===== config.mk =====
export PLATFORM = sky130hd
export DESIGN_NAME = sample_packetizer_flat
export DESIGN_NICKNAME = d
export VERILOG_FILES = /design/src/rtl/sample_packetizer_if.sv /design/src/rtl/sample_packetizer.sv /design/src/flat_wrapper.sv
export SDC_FILE = /design/constraint.sdc
export NUM_CORES = 1
export LEC_CHECK = 0
export BUFFER_PORTS_ARGS = -buffer_cell sky130_fd_sc_hd__buf_2
export CORE_UTILIZATION = 40
export CTS_BUF_LIST = sky130_fd_sc_hd__clkbuf_8
export CTS_CLUSTER_SIZE = 16
export DETAILED_ROUTE_END_ITERATION = 10
export GPL_TIMING_DRIVEN = 0
export HOLD_SLACK_MARGIN = 0.08
export PLACE_DENSITY = 0.58
export SYNTH_ARGS = -nofsm -noshare
export SYNTH_HDL_FRONTEND = slang
export SYNTH_SLANG_ARGS = --single-unit

===== constraint.sdc =====
create_clock -name clk -period 7 [get_ports clk]
set_clock_uncertainty 0.05 [all_clocks]
set_input_delay 1.4 -clock clk [delete_from_list [all_inputs] [get_ports clk]]
set_output_delay 1.4 -clock clk [all_outputs]
set_load 0.02 [all_outputs]

===== src/rtl/sample_packetizer_if.sv =====
// ---------------------------------------------------------------------------
// sample_packetizer_if
// AXI-Stream style bundle carrying 16-bit packet words out of the sample
// packetizer towards the 16-to-8 width adapter.
//   m_tdata  : 16-bit word
//   m_tvalid : word valid
//   m_tready : downstream ready
//   m_tlast  : final word of a packet
// The master modport is the packetizer side, the slave modport the consumer.
// ---------------------------------------------------------------------------
interface sample_packetizer_if;
    logic [15:0] m_tdata;
    logic        m_tvalid;
    logic        m_tready;
    logic        m_tlast;

    modport master (
        output m_tdata,
        output m_tvalid,
        output m_tlast,
        input  m_tready
    );

    modport slave (
        input  m_tdata,
        input  m_tvalid,
        input  m_tlast,
        output m_tready
    );
endinterface


===== src/rtl/sample_packetizer.sv =====
// ---------------------------------------------------------------------------
// sample_packetizer
// Buffers ADC samples in a small FIFO and emits them as packets: one header
// word followed by PACKET_SAMPLES payload words {pkt_seq[3:0], sample}.
// Samples arriving while the FIFO is full are dropped and counted.
//
// Ports
//   clk          : single clock, rising edge
//   rst          : synchronous active-high reset
//   sample_valid : one-cycle strobe for sample_data
//   sample_data  : SAMPLE_WIDTH-bit sample
//   m_axis       : packet stream (sample_packetizer_if master)
//   overflow     : sticky, set on any dropped sample
//   drop_count   : dropped sample count, saturates at 255
//
// State     | meaning
// ----------+------------------------------------------------------------
// ST_IDLE   | no packet in flight, FIFO empty, m_tvalid low
// ST_HEADER | presenting HEADER_WORD
// ST_PAYLOAD| presenting FIFO head; waits (tvalid low) if FIFO runs dry
// ---------------------------------------------------------------------------
module sample_packetizer #(
    parameter int          SAMPLE_WIDTH   = 12,
    parameter int          PACKET_SAMPLES = 4,
    parameter int          FIFO_DEPTH     = 8,
    parameter logic [15:0] HEADER_WORD    = 16'hA55A
) (
    input  logic                    clk,
    input  logic                    rst,
    input  logic                    sample_valid,
    input  logic [SAMPLE_WIDTH-1:0] sample_data,
    sample_packetizer_if.master     m_axis,
    output logic                    overflow,
    output logic [7:0]              drop_count
);

    localparam int AW = $clog2(FIFO_DEPTH);

    localparam logic [1:0] ST_IDLE    = 2'd0;
    localparam logic [1:0] ST_HEADER  = 2'd1;
    localparam logic [1:0] ST_PAYLOAD = 2'd2;

    logic [SAMPLE_WIDTH-1:0] mem_q [FIFO_DEPTH];
    logic [AW:0]             wr_ptr_q, rd_ptr_q;
    logic [AW:0]             count;
    logic                    full, empty, wr_en, pop, xfer;
    logic                    nonempty_next, last_word;

    logic [1:0] state_q, state_d;
    logic [7:0] word_cnt_q, word_cnt_d;
    logic [3:0] pkt_seq_q, pkt_seq_d;
    logic       overflow_q;
    logic [7:0] drop_cnt_q;

    // Pointers carry one extra bit so full and empty are distinguishable.
    assign count = wr_ptr_q - rd_ptr_q;
    assign full  = (count == (AW+1)'(FIFO_DEPTH));
    assign empty = (count == '0);
    // Full FIFO drops the sample even if a pop happens in the same cycle.
    assign wr_en = sample_valid && !full;
    assign xfer  = m_axis.m_tvalid && m_axis.m_tready;
    assign pop   = (state_q == ST_PAYLOAD) && xfer;
    // Occupancy after this edge is non-zero.
    assign nonempty_next = wr_en || (count > {{AW{1'b0}}, pop});
    assign last_word     = (word_cnt_q == 8'(PACKET_SAMPLES - 1));

    always_comb begin
        m_axis.m_tvalid = 1'b0;
        m_axis.m_tdata  = {pkt_seq_q, 12'(mem_q[rd_ptr_q[AW-1:0]])};
        m_axis.m_tlast  = 1'b0;
        case (state_q)
            ST_HEADER: begin
                m_axis.m_tvalid = 1'b1;
                m_axis.m_tdata  = HEADER_WORD;
            end
            ST_PAYLOAD: begin
                m_axis.m_tvalid = !empty;
                m_axis.m_tlast  = !empty && last_word;
            end
            default: ;
        endcase
    end

    always_comb begin
        state_d    = state_q;
        word_cnt_d = word_cnt_q;
        pkt_seq_d  = pkt_seq_q;
        case (state_q)
            ST_IDLE: begin
                if (!empty || wr_en) state_d = ST_HEADER;
            end
            ST_HEADER: begin
                if (xfer) begin
                    word_cnt_d = '0;
                    state_d    = ST_PAYLOAD;
                end
            end
            ST_PAYLOAD: begin
                if (pop) begin
                    if (last_word) begin
                        pkt_seq_d  = pkt_seq_q + 4'd1;
                        word_cnt_d = '0;
                        state_d    = nonempty_next ? ST_HEADER : ST_IDLE;
                    end else begin
                        word_cnt_d = word_cnt_q + 8'd1;
                    end
                end
            end
            default: state_d = ST_IDLE;
        endcase
    end

    always_ff @(posedge clk) begin
        if (rst) begin
            state_q    <= ST_IDLE;
            word_cnt_q <= '0;
            pkt_seq_q  <= '0;
            wr_ptr_q   <= '0;
            rd_ptr_q   <= '0;
            overflow_q <= 1'b0;
            drop_cnt_q <= '0;
        end else begin
            state_q    <= state_d;
            word_cnt_q <= word_cnt_d;
            pkt_seq_q  <= pkt_seq_d;
            if (wr_en) wr_ptr_q <= wr_ptr_q + 1'b1;
            if (pop)   rd_ptr_q <= rd_ptr_q + 1'b1;
            if (sample_valid && full) begin
                overflow_q <= 1'b1;
                if (drop_cnt_q != 8'hFF) drop_cnt_q <= drop_cnt_q + 8'd1;
            end
        end
    end

    // Storage needs no reset; the pointers define what is valid.
    always_ff @(posedge clk) begin
        if (!rst && wr_en) mem_q[wr_ptr_q[AW-1:0]] <= sample_data;
    end

    assign overflow   = overflow_q;
    assign drop_count = drop_cnt_q;

endmodule


===== src/flat_wrapper.sv =====
// flat-port wrapper written by rule: the top's interface ports become plain ports
module sample_packetizer_flat 
#(
    parameter int          SAMPLE_WIDTH   = 12,
    parameter int          PACKET_SAMPLES = 4,
    parameter int          FIFO_DEPTH     = 8,
    parameter logic [15:0] HEADER_WORD    = 16'hA55A
)
  (clk, rst, sample_valid, sample_data, overflow, drop_count, m_axis_m_tdata, m_axis_m_tvalid, m_axis_m_tlast, m_axis_m_tready);
  sample_packetizer_if m_axis_i ();
  input  logic clk;
  input  logic rst;
  input  logic sample_valid;
  input  logic [SAMPLE_WIDTH-1:0] sample_data;
  output logic overflow;
  output logic [7:0] drop_count;
  output wire logic [$bits(m_axis_i.m_tdata)-1:0] m_axis_m_tdata;
  output wire logic [$bits(m_axis_i.m_tvalid)-1:0] m_axis_m_tvalid;
  output wire logic [$bits(m_axis_i.m_tlast)-1:0] m_axis_m_tlast;
  input wire logic [$bits(m_axis_i.m_tready)-1:0] m_axis_m_tready;
  assign m_axis_m_tdata = m_axis_i.m_tdata;
  assign m_axis_m_tvalid = m_axis_i.m_tvalid;
  assign m_axis_m_tlast = m_axis_i.m_tlast;
  assign m_axis_i.m_tready = m_axis_m_tready;
  sample_packetizer #(.SAMPLE_WIDTH(SAMPLE_WIDTH), .PACKET_SAMPLES(PACKET_SAMPLES), .FIFO_DEPTH(FIFO_DEPTH), .HEADER_WORD(HEADER_WORD)) u_core (.clk(clk), .rst(rst), .sample_valid(sample_valid), .sample_data(sample_data), .m_axis(m_axis_i), .overflow(overflow), .drop_count(drop_count));
endmodule

==> results.toml, run 1 <==
[power_and_ir_drop]
pwr-share-clk = 0.333
power_mw = 1.72
peakVddDrop_uv = 173
power.internal_mw = 1.22
pwr-share-seq = 0.500
p_switching_mw = 0.496
p_per_area_nw_per_um2 = 260
p_leak_nw = 2.24
combinationalPowerShare = 0.166
netSwitchingFraction = 0.288

[detailed_routing]
ant_nets = 0
drt_iter0_markers = 273
drc = 0
post_drt_wl_per_cell_um = 18.1
wirelength_um = 12100
routed-via-count = 3614
post_drt_via_cell_ratio = 5.40
first_pass_iters = 4

[global_route]
grt_usage = 0.178
grt_max_degree = 17
grt_pass1_wl_um = 19000
antenna_found_initial = 1
grt_pass1_vias = 3591
grt.overflow.total = 0

[final_layout]
multi_input_area_um2 = 2030
fillers = 1233
layout-drive-gt1-share = 0.258
final_net_count = 505
syn_to_final_growth_pct = 16.4
fin_util = 0.476
seq_area_um2 = 3560

[floorplan]
die_area_um2 = 14700
start_util = 0.409
ios = 43
coreArea_um2 = 13900
die_y_um = 121
die_x_um = 121
rows = 43

[worst_hold_path]
hold_depth = 2
hp-class = "flop to flop"

[worst_setup_path]
cpLargestDelayFamily = "adder cells"
critical_path.max_stage_delay_ns = 0.46
worstPathMaxFanout = 7
critPathSlowestCell = "dfxtp_1"
critPathArrivalTime_ns = 2.62
cp.depth = 10
endpoint_kind = "output pin"
path_class = "flop to output pin"
crit_chain = "inv_1, ha_1, inv_1, fa_1, nor2b_1, and2_4, o21ai_1, a21oi_1, nor2b_1, buf_2"
critPathRequiredTime_ns = 5.55
worst-path-buf-inv = 3
crit_path_start_kind = "flop"
r2r_cells = 14

[flow_run]
drv_cap = 0

[synth]
synth_edf_count = 96
synth_area_um2 = 5670
synth-seq-area-share = 0.628
synth-seq-cells = 130
synth_nets = 433
synthFlopType = "edfxtp_1"
synthCells = 403
async_flop_share = 0
yosysUniqueCellTypes = 51
postSynthAreaPerCell_um2 = 14.1
yosysWarnings = 0

[sta]
fmax_ghz = 0.245
finalCritPeriodShare = 0.582
relSlewSlack = 0.377
tns_ns = 0
grt_setup_unrepaired = "false"
setup_violations = 0
tightest_slew_ns = 0.934
finalHoldViolCount = 0
period_needed_ns = 4.07
slew_viol_final = 0

[placement]
hpwl_um = 8440
portBuffers = 42
gp_congestion = 0.832

[clocking]
clk_latency_ns = 0.44
htree_levels = 4
clk_pin_slew_ns = 0.08
ctsRootBufferMaster = "clkbuf_8"
cts_setup_buffers = 0
clk_path_buf_depth = 2
cts_buffers = 17
cts_resized = 0
clock-sinks = 130
cts_tree = "yes"
hold_buffers = 0

[run_status]
status = "complete, no violations"
==> logic make-up (layout without fill, tap and decap cells) <==
group / after synthesis / after routing / share of synthesized area
flip-flops: 130 / 130 / 0.628
AND/OR/NAND/NOR: 121 / 121 / 0.116
AO/OA/AOI/OAI: 65 / 65 / 0.0695
multiplexers: 40 / 40 / 0.124
buffers and inverters: 28 / 113 / 0.0218
adder cells (fa/ha/maj): 14 / 14 / 0.0322
XOR/XNOR: 5 / 5 / 0.00772
other: 0 / 1 / 0
==> placed cells by master (no fill, tap or decap), types with 3 or more instances in the layout <==
master | netlist | layout
o21ai_0 | 13 | 13
nand4_1 | 3 | 3
o21ai_1 | 4 | 4
or3_1 | 6 | 6
clkinv_4 | 0 | 3
inv_6 | 0 | 3
a21oi_1 | 26 | 26
nand4b_1 | 4 | 4
buf_1 | 3 | 3
nor4_2 | 0 | 4
ha_1 | 13 | 13
edfxtp_1 | 96 | 96
buf_6 | 2 | 4
and3_1 | 4 | 4
o31ai_1 | 6 | 6
dfxtp_1 | 34 | 34
mux2i_1 | 14 | 14
nor3_1 | 7 | 4
nand2b_1 | 4 | 4
buf_4 | 0 | 8
or4_1 | 3 | 3
clkbuf_8 | 0 | 17
nor3_2 | 1 | 4
nand3_1 | 13 | 13
clkbuf_1 | 9 | 9
nand2_1 | 20 | 20
nand3b_1 | 3 | 3
inv_1 | 11 | 14
nor2b_1 | 6 | 6
mux4_2 | 24 | 24
buf_2 | 3 | 45
nor2_1 | 30 | 29
xnor2_1 | 4 | 4
a21o_1 | 4 | 4
==> cell type report <==
class,instances,area share
clock inverter,15,0.0180
buffer,17,0.0125
clock buffer,17,0.0354
tap,180,0.0341
sequential,130,0.540
inverter,11,0.00625
multi-input combinational,245,0.307
antenna,1,0.000379
timing repair buffer,53,0.0466
==> per-stage QoR <==
step | std cells | area (µm²) | worst slack (ns) | hold slack (ns)
6_report | 669 | 6600 | 2.93 | 0.426
5_1_grt | 668 | 6600 | 2.70 | 0.468
4_1_cts | 668 | 6600 | 2.87 | 0.436
3_5_place_dp | 636 | 6240 | 3.37 | 0.418
3_3_place_gp | 625 | 6110 | 1.74 | 0.399
2_1_floorplan | 403 | 5670 | 3.47 | 0.402
==> synthesized netlist by cell type (2+ instances only) <==
master / instances / area [µm²]
a21o_1: 4 / 30.0
a21oi_1: 26 / 130
a31oi_1: 2 / 12.5
a41o_1: 2 / 20.0
a41oi_1: 2 / 17.5
and3_1: 4 / 25.0
and4_1: 2 / 17.5
buf_1: 3 / 11.3
buf_2: 3 / 15.0
buf_6: 2 / 22.5
clkbuf_1: 9 / 33.8
dfxtp_1: 34 / 681
edfxtp_1: 96 / 2880
ha_1: 13 / 163
inv_1: 11 / 41.3
mux2_2: 2 / 22.5
mux2i_1: 14 / 140
mux4_2: 24 / 541
nand2_1: 20 / 75.1
nand2b_1: 4 / 25.0
nand3_1: 13 / 65.1
nand3b_1: 3 / 22.5
nand4_1: 3 / 18.8
nand4b_1: 4 / 35.0
nor2_1: 30 / 113
nor2b_1: 6 / 37.5
nor3_1: 7 / 35.0
nor4_1: 6 / 37.5
o21ai_0: 13 / 65.1
o21ai_1: 4 / 20.0
o31ai_1: 6 / 45.0
or2_2: 2 / 12.5
or3_1: 6 / 37.5
or4_1: 3 / 22.5
xnor2_1: 4 / 35.0
==> worst min-delay path: cells and delay by family, from the launching register on <==
kind             cells  cell delay, ns
DFF                  1            0.33
and+or+nand+nor      2            0.12
==> flip-flops by register name, indices dropped and copies added (netlist names), named ones only <==
register and count:
u_core.word_cnt_q 8, u_core.state_q 2, u_core.wr_ptr_q 4, u_core.rd_ptr_q 4, u_core.drop_count 8, u_core.pkt_seq_q 4, u_core.overflow 1, u_core.mem_q 96
==> final timing paths <==
kind                 startpoint  slack, ns           endpoint
max          u_core.wr_ptr_q[0]       2.93    m_axis_m_tvalid
min             u_core.overflow       0.43    u_core.overflow
max reg2reg  u_core.wr_ptr_q[0]       3.63  u_core.state_q[0]
min reg2reg     u_core.overflow       0.43    u_core.overflow
==> power by group through the flow <==
stage	clock network, mW	registers [mW]	logic (mW)
CTS	0.588	0.861	0.290
floorplan	0	0.875	0.195
global route	0.622	0.863	0.316
global placement	0	0.876	0.279
detailed placement	0	0.878	0.288
finish	0.573	0.860	0.286
==> routing by layer <==
layer  global-route usage  part of all wire  vias to the layer above
met5                    0                 0                        -
met4               0.0779             0.016                        0
met3               0.0498             0.048                       13
met1                0.221              0.45                     1818
met2                0.290              0.49                       70
li1                     -                 -                     1713
No activity file was read; power rests on OpenSTA's default activity.
==> run 2, diff against run 1 <==
--- a/config.mk
+++ b/config.mk
@@ -5,6 +5,7 @@
 export SDC_FILE = /design/constraint.sdc
 export NUM_CORES = 1
 export LEC_CHECK = 0
+export ABC_AREA = 1
 export BUFFER_PORTS_ARGS = -buffer_cell sky130_fd_sc_hd__buf_2
 export CORE_UTILIZATION = 40
 export CTS_BUF_LIST = sky130_fd_sc_hd__clkbuf_8
@@ -12,7 +13,7 @@
 export DETAILED_ROUTE_END_ITERATION = 10
 export GPL_TIMING_DRIVEN = 0
 export HOLD_SLACK_MARGIN = 0.08
-export PLACE_DENSITY = 0.58
+export PLACE_DENSITY = 0.6
 export SYNTH_ARGS = -nofsm -noshare
 export SYNTH_HDL_FRONTEND = slang
 export SYNTH_SLANG_ARGS = --single-unit
==> constraint.sdc (replaced) <==
create_clock -name clk -period 3.3 [get_ports clk]
set_clock_uncertainty 0.05 [all_clocks]
set_input_delay 0.66 -clock clk [delete_from_list [all_inputs] [get_ports clk]]
set_output_delay 0.66 -clock clk [all_outputs]
set_load 0.02 [all_outputs]
==> results.toml, run 2 <==
[sta]
finalHoldViolCount = 0
tns_ns = 0
grt_setup_unrepaired = "false"
period_needed_ns = 3.07
tightest_slew_ns = 0.825
finalCritPeriodShare = 0.929
fmax_ghz = 0.326
setup_violations = 0
slew_viol_final = 0
relSlewSlack = 0.450

[worst_setup_path]
worstPathMaxFanout = 7
path_class = "flop to output pin"
worst-path-buf-inv = 5
crit_chain = "inv_1, ha_1, inv_1, fa_1, inv_1, nand2_1, nor2_2, nand3_4, nand2_1, inv_1, buf_2"
critPathSlowestCell = "dfxtp_2"
worst_path_most_repeated_cell = "inv_1"
crit_path_start_kind = "flop"
endpoint_kind = "output pin"
critPathArrivalTime_ns = 2.36
cpLargestDelayFamily = "adder cells"
critPathRequiredTime_ns = 2.59
critical_path.max_stage_delay_ns = 0.40

[detailed_routing]
wl_met1_um = 5810
met2_length_um = 6440
wirelength_um = 13000
first_pass_iters = 4
drc = 0
post_drt_wl_per_cell_um = 16.0
post_drt_via_cell_ratio = 5.17
topRoutingLayerUsed = "met4"
ant_nets = 0
dr_wl_met3_um = 650
drt_iter0_markers = 350
routed-via-count = 4172

[final_layout]
diodes = 0
fin_util = 0.471
multi_input_area_um2 = 1950
final_net_count = 644
layout-drive-gt1-share = 0.183
final_cell_mix = "96 x edfxtp_1, 79 x nand2_1, 63 x nor2_1"
final_common_cell = "edfxtp_1"
largest_register_ffs = 96
seq_area_um2 = 3560
syn_to_final_growth_pct = 14.0
fillers = 1302

[floorplan]
coreArea_um2 = 14000
die_area_um2 = 14900
start_util = 0.414
ios = 43
die_y_um = 122
rows = 43
die_x_um = 122

[placement]
portBuffers = 42
hpwl_um = 8660
gp_congestion = 0.823

[synth]
synthCells = 551
synth-seq-cells = 130
yosysWarnings = 0
ys_top_cells_by_area = "edfxtp_1 50%, dfxtp_1 12%, nand2_1 5.1%"
synth_area_um2 = 5780
synth-seq-area-share = 0.616
yosys-top-cells-count = "96 x edfxtp_1, 79 x nand2_1, 69 x nor2_1"
async_flop_share = 0
synth_edf_count = 96
synth_top_area_share = 0.498
postSynthAreaPerCell_um2 = 10.5
yosysUniqueCellTypes = 35
synth_top_area_cell = "edfxtp_1"
synthFlopType = "edfxtp_1"
synth_nets = 581
synth.most_common_cell = "edfxtp_1"

[power_and_ir_drop]
pwr-share-clk = 0.278
peakVddDrop_uv = 273
p_per_area_nw_per_um2 = 593
p_leak_nw = 2.49
netSwitchingFraction = 0.319
pwr-share-seq = 0.476
combinationalPowerShare = 0.246
p_switching_mw = 1.25
power.internal_mw = 2.66

[global_route]
grt_pass1_vias = 3952
antenna_found_initial = 0
grt.overflow.total = 0
grt_max_degree = 17
grt_usage = 0.185
grt_pass1_wl_um = 20500

[clocking]
clk_path_buf_depth = 2
hold_buffers = 0
clk_latency_ns = 0.42
htree_levels = 4
clock-sinks = 130
ctsRootBufferMaster = "clkbuf_8"
cts_tree = "yes"
cts_buffers = 17
cts_setup_buffers = 0
clk_pin_slew_ns = 0.07

[flow_run]
drv_cap = 0

[run_status]
status = "complete, no violations"

[worst_hold_path]
hp-class = "flop to flop"
[run 2: cell types whose count changed in the layout (fill, tap and decap cells not counted), sizes merged, moves of 14 or more]
cell	before	now
nand2	20	82
mux2i	14	0
mux4	24	0
nor2	30	72
nand3	13	30
inv	17	51
a21oi	26	51
o21ai	17	42
[run 2: per-layer routing]
layer,vias to the layer above,track usage
met3,5,0.0493
met5,-,0
met4,0,0.0572
met1,2007,0.233
met2,102,0.308
li1,2058,-
[run 2: final cells by class]
type	count	share of cell area
inverters	47	0.0268
repair buffers	44	0.0359
multi-input cells	349	0.295
clock inverters	13	0.00873
plain buffers	25	0.0186
clock buffers	19	0.0397
well taps	180	0.0342
flip-flops and latches	130	0.541
[run 2: cells by family (layout without fill, tap and decap cells)]
logic type / after synthesis / after routing / synth area share
AND/OR/NAND/NOR: 207 / 207 / 0.167
buffers and inverters: 72 / 148 / 0.0517
adder cells (fa/ha/maj): 14 / 14 / 0.0316
flip-flops: 130 / 130 / 0.616
AO/OA/AOI/OAI: 118 / 118 / 0.119
XOR/XNOR: 10 / 10 / 0.0151
[run 2: through the flow]
step                cells  hold slack (ns)  total power, mW  area [µm²]  setup slack [ns]
finish                807            0.411             3.91        6590             0.234
floorplan             551            0.394             2.57        5780             0.365
detailed placement    775            0.398             2.86        6260            -0.179
global placement      773            0.389             2.83        6220            -0.797
CTS                   807            0.408             3.94        6590            0.0471
global route          807            0.417             4.11        6590            0.0107
[run 2: power by group through the flow]
stage,Combinational [mW],Clock (mW),Sequential (mW)
2_1_floorplan,0.686,0,1.89
3_3_place_gp,0.936,0,1.89
3_5_place_dp,0.965,0,1.89
4_1_cts,0.970,1.11,1.86
5_1_grt,1.06,1.18,1.86
6_report,0.960,1.09,1.86
[run 2: worst paths after layout]
kind	startpoint	end	slack [ns]	depth (start not counted)
worst max-delay path	u_core.wr_ptr_q[0]	m_axis_m_tvalid	0.23	11
worst min-delay path	u_core.overflow	u_core.overflow	0.41	2
worst max register to register	u_core.rd_ptr_q[0]	u_core.mem_q[1][2]	0.26	10
worst min register to register	u_core.overflow	u_core.overflow	0.41	2
[run 2: what timing repair did]
| action | in CTS | in global routing |
|---|---|---|
| setup endpoints to repair | 48 | 45 |
| gates resized for setup | 5 | 2 |
| pin swaps | 0 | 0 |
[run 2: tightest hold or removal path, cell delays in order, from the launching register on]
cell and delay, ns:
dfxtp_1 0.31, inv_1 0.05, a21oi_1 0.05
